<file path="src/rtl/mult_scheduler.sv">
// Round-robin scheduler sharing one shift-add multiplier datapath among N_REQ requesters.
// Sequences load/add/shift strobes and returns the captured product over a held handshake.
module mult_scheduler #(
  parameter int unsigned N_REQ = 4,
  parameter int unsigned W     = 8
) (
  input  logic                       clock,
  input  logic                       reset,
  input  logic [N_REQ-1:0]           req_valid,
  output logic [N_REQ-1:0]           req_ready,
  input  logic [N_REQ*W-1:0]         req_m,
  input  logic [N_REQ*W-1:0]         req_q,
  output logic [N_REQ-1:0]           rsp_valid,
  input  logic [N_REQ-1:0]           rsp_ready,
  output logic [2*W-1:0]             rsp_product,
  output logic                       busy,
  output logic [$clog2(N_REQ)-1:0]   gnt_id,
  output logic                       dp_load,
  output logic                       dp_add,
  output logic                       dp_shift,
  output logic [W-1:0]               dp_m,
  output logic [W-1:0]               dp_q,
  input  logic                       dp_q0,
  input  logic [2*W-1:0]             dp_aq
);

  localparam int unsigned IdW  = $clog2(N_REQ);
  localparam int unsigned CntW = $clog2(W);

  typedef enum logic [2:0] {
    StIdle,
    StLoad,
    StAdd,
    StShift,
    StCapture,
    StResp
  } state_e;

  state_e           state_q;
  logic [IdW-1:0]   last_gnt_q;
  logic [IdW-1:0]   gnt_id_q;
  logic [CntW-1:0]  cnt_q;
  logic [2*W-1:0]   result_q;
  logic [W-1:0]     dp_m_q;
  logic [W-1:0]     dp_q_q;

  logic             found;
  logic [IdW-1:0]   win;
  logic [IdW-1:0]   cand;

  // Scan starts just after the last grant so every pending requester gets its turn.
  always_comb begin
    found = 1'b0;
    win   = '0;
    cand  = '0;
    for (int k = 1; k <= int'(N_REQ); k++) begin
      cand = IdW'((int'(last_gnt_q) + k) % int'(N_REQ));
      if (!found && req_valid[cand]) begin
        found = 1'b1;
        win   = cand;
      end
    end
  end

  always_comb begin
    req_ready = '0;
    rsp_valid = '0;
    // Gated by reset so no accept pulse is shown while the block is being reset.
    if (state_q == StIdle && found && reset) begin
      req_ready[win] = 1'b1;
    end
    if (state_q == StResp) begin
      rsp_valid[gnt_id_q] = 1'b1;
    end
    dp_load     = (state_q == StLoad);
    dp_add      = (state_q == StAdd) && dp_q0;
    dp_shift    = (state_q == StShift);
    busy        = (state_q != StIdle);
    rsp_product = result_q;
    gnt_id      = gnt_id_q;
    dp_m        = dp_m_q;
    dp_q        = dp_q_q;
  end

  always_ff @(posedge clock) begin
    if (!reset) begin
      state_q    <= StIdle;
      last_gnt_q <= IdW'(N_REQ - 1);
      gnt_id_q   <= '0;
      cnt_q      <= '0;
      result_q   <= '0;
      dp_m_q     <= '0;
      dp_q_q     <= '0;
    end else begin
      unique case (state_q)
        StIdle: begin
          if (found) begin
            dp_m_q     <= req_m[win*W +: W];
            dp_q_q     <= req_q[win*W +: W];
            gnt_id_q   <= win;
            last_gnt_q <= win;
            state_q    <= StLoad;
          end
        end
        StLoad: begin
          cnt_q   <= '0;
          state_q <= StAdd;
        end
        StAdd: begin
          state_q <= StShift;
        end
        StShift: begin
          cnt_q <= cnt_q + CntW'(1);
          if (cnt_q == CntW'(W - 1)) begin
            state_q <= StCapture;
          end else begin
            state_q <= StAdd;
          end
        end
        StCapture: begin
          result_q <= dp_aq;
          state_q  <= StResp;
        end
        StResp: begin
          if (rsp_ready[gnt_id_q]) begin
            state_q <= StIdle;
          end
        end
        default: state_q <= StIdle;
      endcase
    end
  end

endmodule

</file>
<file path="config.mk">
export PLATFORM = sky130hd
export DESIGN_NAME = mult_scheduler
export DESIGN_NICKNAME = d
export VERILOG_FILES = /design/src/rtl/mult_scheduler.sv
export SDC_FILE = /design/constraint.sdc
export NUM_CORES = 1
export LEC_CHECK = 0
export ABC_AREA = 1
export BUFFER_PORTS_ARGS = -buffer_cell sky130_fd_sc_hd__buf_4
export CAP_MARGIN = 15
export CORE_ASPECT_RATIO = 0.75
export CORE_MARGIN = 2
export CORE_UTILIZATION = 45
export DETAILED_ROUTE_END_ITERATION = 6
export PLACE_DENSITY = 0.88
export RECOVER_POWER = 50
export SYNTH_ARGS = -nofsm -noshare
export SYNTH_HDL_FRONTEND = slang
export SYNTH_SLANG_ARGS = --single-unit
</file>
<file path="constraint.sdc">
create_clock -name clock -period 2.7 [get_ports clock]
set_input_delay 0.27 -clock clock [delete_from_list [all_inputs] [get_ports clock]]
set_output_delay 0.27 -clock clock [all_outputs]
set_load 0.01 [all_outputs]
</file>
# Word level (Yosys, flattened, before mapping)

Cells that the tools add are included.

Multipliers: 0
Bitwise gates (word level): 0
Add/subtract/negate cells: 5
Shift-type cells: 2
Divide/modulo/power cells: 0
Equality and inequality tests: 8
Reductions and logical operators: 16
Magnitude comparators: 8
Muxes and demuxes: 29

Operators with widths:

| cell                                                                          | count |
|---|---|
| 32-bit by 6-bit variable part select with 8-bit output                        | 2 |
| 2-bit by 3-bit less-than comparator with 1-bit output (second input constant) | 6 |
| 3-bit case mux with 6 select lines                                            | 1 |
| 1-bit two-way mux                                                             | 11 |
| 1-bit binary-select mux with 2-bit select                                     | 5 |
| 3-bit equality test (second input constant)                                   | 3 |
| 3-bit two-way mux                                                             | 3 |
| 1-bit logical AND                                                             | 8 |
| 2-bit two-way mux                                                             | 4 |
| 4-bit two-way mux                                                             | 2 |
| 3-bit by 2-bit equality test with 1-bit output (second input constant)        | 2 |
| 3-bit case mux with 2 select lines                                            | 1 |
| 2-bit by 1-bit adder with 2-bit output (second input constant)                | 2 |
| 2-bit adder (second input constant)                                           | 2 |
| 1-bit demux with 2-bit select                                                 | 2 |
| 2-bit by 1-bit >= comparator with 1-bit output (second input constant)        | 2 |
| 2-bit AND reduction                                                           | 2 |
| 3-bit by 1-bit adder with 3-bit output (second input constant)                | 1 |
| 3-bit by 1-bit equality test with 1-bit output (second input constant)        | 1 |
| 1-bit zero test                                                               | 3 |
| 3-bit zero test                                                               | 1 |
| 3-bit nonzero test                                                            | 1 |
| 2-bit by 1-bit inequality test with 1-bit output (second input constant)      | 1 |
| 2-bit inequality test (second input constant)                                 | 1 |
| 2-bit nonzero test                                                            | 1 |

Bits in registers: 42
Memories: 0
Bits in latches: 0
Memory bits (read-only): 0
RAM bits: 0
Input port bits: 91

# Depth between registers and ports, before layout

Depth in word-level cells: 18
Mapped depth: 16

# Least setup slack after synthesis

No wires, ideal clock.

Path kind: register -> output
Start point: register last_gnt_q[1]
End point: output req_ready[0]
Stages on the path, launching flop included: 12
Arrival time: 1,639 ps
Slack: 791 ps
Required time: 2,430 ps
Buffers on the path: 1
Cell sequence: dfxtp_1 > inv_2 > nand2_1 > nand2_2 > nand2_2 > nand2_4 > nor2_8 > nand3_2 > nand2_1 > nor2_4 > buf_4 > nor3_1

Cells in the longest elaborated chain, start to end: 18
Elaborated cells between the ends (all ways): 34
Those cells by class: add/sub (4); order compare (2); mux (19); reduce/logical (9)

RTL lines:

| element                                                                                                                                              | RTL line | text |
|---|---|---|
| start, declared                                                                                                                                      | 40       | `logic [IdW-1:0] last_gnt_q;` |
| start signal, assigned                                                                                                                               | 88       | `last_gnt_q <= IdW'(N_REQ - 1);` |
| start signal, assigned                                                                                                                               | 101      | `last_gnt_q <= win;` |
| 2-bit by 1-bit adder with 2-bit output                                                                                                               | 57       | `cand = IdW'((int'(last_gnt_q) + k) % int'(N_REQ));` |
| 1-bit binary-select mux with 2-bit select                                                                                                            | 58       | `if (!found && req_valid[cand]) begin` |
| 1-bit two-way mux (not written as such)                                                                                                              | 58       |  |
| 1-bit two-way mux                                                                                                                                    | 58       |  |
| 1-bit zero test                                                                                                                                      | 58       |  |
| 1-bit logical AND                                                                                                                                    | 58       |  |
| 1-bit two-way mux                                                                                                                                    | 58       |  |
| 1-bit zero test                                                                                                                                      | 58       |  |
| [2 not listed]                                                                                                                                       | n/a      |  |
| 1-bit zero test                                                                                                                                      | 58       |  |
| 1-bit logical AND                                                                                                                                    | 58       |  |
| 2-bit two-way mux                                                                                                                                    | 58       |  |
| 2-bit by 3-bit less-than comparator with 1-bit output (not written as such) / 2-bit by 1-bit >= comparator with 1-bit output (equally long branches) | 70       | `req_ready[win] = 1'b1;` |
| 1-bit logical AND (not written as such)                                                                                                              | 70       |  |
| 1-bit two-way mux (not written as such)                                                                                                              | 70       |  |
| 1-bit demux with 2-bit select                                                                                                                        | 70       |  |
| 4-bit two-way mux *                                                                                                                                  | 69       | `if (state_q == StIdle && found && reset) begin` |
| end, declared                                                                                                                                        | 10       | `output logic [N_REQ-1:0] req_ready,` |

Mark *: on every way between the ends. The rest lies on a longest branch, timed or not. The select of a mux whose other input is x is not followed.

# Worst setup path after layout

Start point: register last_gnt_q[0]
End point: output req_ready[2]

Same word-level chain as after synthesis.

==> out/results.ini <==
[clock_tree]
clkLatencyLatePin_ns = 0.29
cts_tree = built
cts_buffer_depth = 2
cts.clk_slew.worst_paths_ns = 0.08
cts_buffers = 5
cts.sink_count = 42
cts_max_level = 2
ctsRootBufferMaster = clkbuf_8

[layout]
drive_gt1_frac = 0.252
nNetsFinal = 607
final_common_cell = buf_4
layout_common_cells = 100 x buf_4, 84 x nand2_1, 72 x nor2_1
post-route-util = 0.652
antenna_cells = 0
syn2layout_area_growth_pct = 40.2
final_cells = 590

[placement]
port_buffers = 136
gp_congestion = 0.858
dpl.cell_count = 581
dp_hpwl_mm = 5.73

[job]
maxCapViolCount = 0

[synth]
synthFlopType = dfxtp_1
synth.area.top_cells = dfxtp_1 34%, nand3_1 14%, nand2_1 13%
post_synth_and_or_nand_nor_area_fraction = 0.470
yosysTopAreaCell = dfxtp_1
ys_types = 30
ys_seq_elements = 42
syn_nets = 480
yosysSeqAreaShare = 0.339
synth.avg_cell_area_um2 = 6.40
synth_edf_count = 0
synthCells = 387
yosysWarnings = 0
syn_area_um2 = 2480
synth_top_family_by_area = simple AND/OR/NAND/NOR gates
async_reset_ff_frac = 0
synth_compound_area_frac = 0.0944
synth_xor_area_frac = 0
synth_fa_ha_area_frac = 0.0101
muxShareOfSynthArea = 0
yosysTopAreaCellShare = 0.339

[timing]
max_freq_mhz = 410
skew_ns = 0.00397
worst_hold_slack_ns = 0.205
setup_viol = 0
max-slew-margin-rel = 0.566
rsz0062_at_grt = no
period_needed_ns = 2.44
drv_slew = 0
finalSetupTns_ns = 0
finalCritPeriodShare = 0.904
tightest_slew_ns = 0.650
hold_viol_final = 0

[power]
p_seq_frac = 0.222
peakVddDrop_mv = 0.492
power.internal_mw = 1.83
leakage_nw = 1.69
swShare = 0.527
pwr-share-clk = 0.127
p_sw_mw = 2.04
p_comb_frac = 0.651
power_density_nw_per_um2 = 1110
finalPower_mw = 3.87

[die]
die_x_um = 89.7
rows = 23
fp.coreArea_um2 = 5320
fp.dieH_um = 68.3
io_pins = 137
dieArea_um2 = 6120
start_util = 0.465

[global_routing]
antenna_found_initial = 0
grt_max_degree = 38
grt_first_pass_wirelength_mm = 11.7
track_usage = 0.243
grt_pass1_vias = 2700
overflow = 0

[routing]
final_antenna_net_count = 0
drc_errors = 0
drt-initial-drc-count = 139
vias = 3044
via_per_inst = 5.16
drt_wl_total_mm = 7.73
wl_per_cell_um = 13.1
drtPass1Iterations = 4

[hold_path]
min-delay-path-class = in -> reg

[setup_path]
worstSetupPathType = reg -> out
worstPathMaxFanout = 14
ff2ff_setup_slack_ns = 0.54
end_kind = output pin
startpoint_type = register
cp.arrival_ns = 2.17
critPathRequiredTime_ns = 2.43

[status]
status = complete, no violations

## Yosys cell counts, types with 3 or more instances
cell type,count
a21oi_1,4
buf_2,3
buf_4,7
clkbuf_1,7
dfxtp_1,42
inv_1,19
inv_2,4
nand2_1,84
nand2_2,6
nand3_1,71
nor2_1,72
nor2_4,3
nor3_1,10
o21ai_0,33
## critical path, stage by stage, from the launching register on
cell	delay, ns
dfxtp_2	0.39
inv_4	0.12
nand2_1	0.07
nand2_1	0.11
nand2_1	0.11
nand2_2	0.09
nand2_1	0.07
nand3_1	0.21
inv_1	0.12
nor2_4	0.33
nor3_1	0.10
buf_4	0.16
## per-stage QoR
step                      cell area [µm²]  setup WS, ns
final                                3470         0.258
after global routing                 3470        0.0610
after CTS                            3600        0.0833
after detailed placement             3490         0.347
after global placement               3490         0.459
after floorplan                      2480         0.791
## metal layers
layer	up-vias	part of all wire	track usage
met3	14	0.084	0.0784
met1	1371	0.42	0.291
met2	131	0.49	0.419
met4	0	0.013	0.0653
met5	-	0	0
li1	1528	-	-
## path summary, 6_finish.rpt
kind	endpoint	cells past startpoint	startpoint
setup reg to reg	dp_m[1]$_SDFFE_PN0P_	13	last_gnt_q[0]$_SDFFE_PN1P_
setup / recovery	req_ready[2]	11	last_gnt_q[0]$_SDFFE_PN1P_
hold reg to reg	cnt_q[2]$_SDFFE_PN0P_	2	cnt_q[2]$_SDFFE_PN0P_
hold / removal	rsp_product[10]$_SDFFE_PN0P_	3	dp_aq[10]
## sequential cells by signal, summed over array words and instances (netlist names)
signal,count
state_q,3
last_gnt_q,2
rsp_product,16
gnt_id,2
cnt_q,3
dp_q,8
dp_m,8
## timing repair
item / 4_1_cts / 5_1_grt
gates resized for setup: 0 / 3
hold buffers: 0 / 0
setup buffers: 0 / 0
setup endpoints to repair: 0 / 4
## power groups by stage
stage	sequential (mW)	combinational, mW	clock, mW
after floorplan	0.878	2.02	0
after global placement	0.859	2.48	0
after detailed placement	0.866	2.54	0
after CTS	0.854	2.54	0.501
after global routing	0.875	2.80	0.533
final	0.857	2.52	0.491
## final cells by class
type / instances / area (µm²)
Fill cell: 524 / 1850
Multi-Input combinational cell: 302 / 1430
Timing Repair Buffer: 138 / 893
Sequential cell: 42 / 843
Inverter: 25 / 98.8
Tap cell: 75 / 93.8
Clock buffer: 6 / 72.6
Clock inverter: 2 / 37.5
## logic make-up (layout without fill, tap and decap cells)
group	Yosys count	after routing
AO/OA/AOI/OAI	44	44
adder cells (fa/ha/maj)	2	2
buffers and inverters	44	171
flip-flops	42	42
AND/OR/NAND/NOR	255	256
No activity file was read; power rests on OpenSTA's default activity.
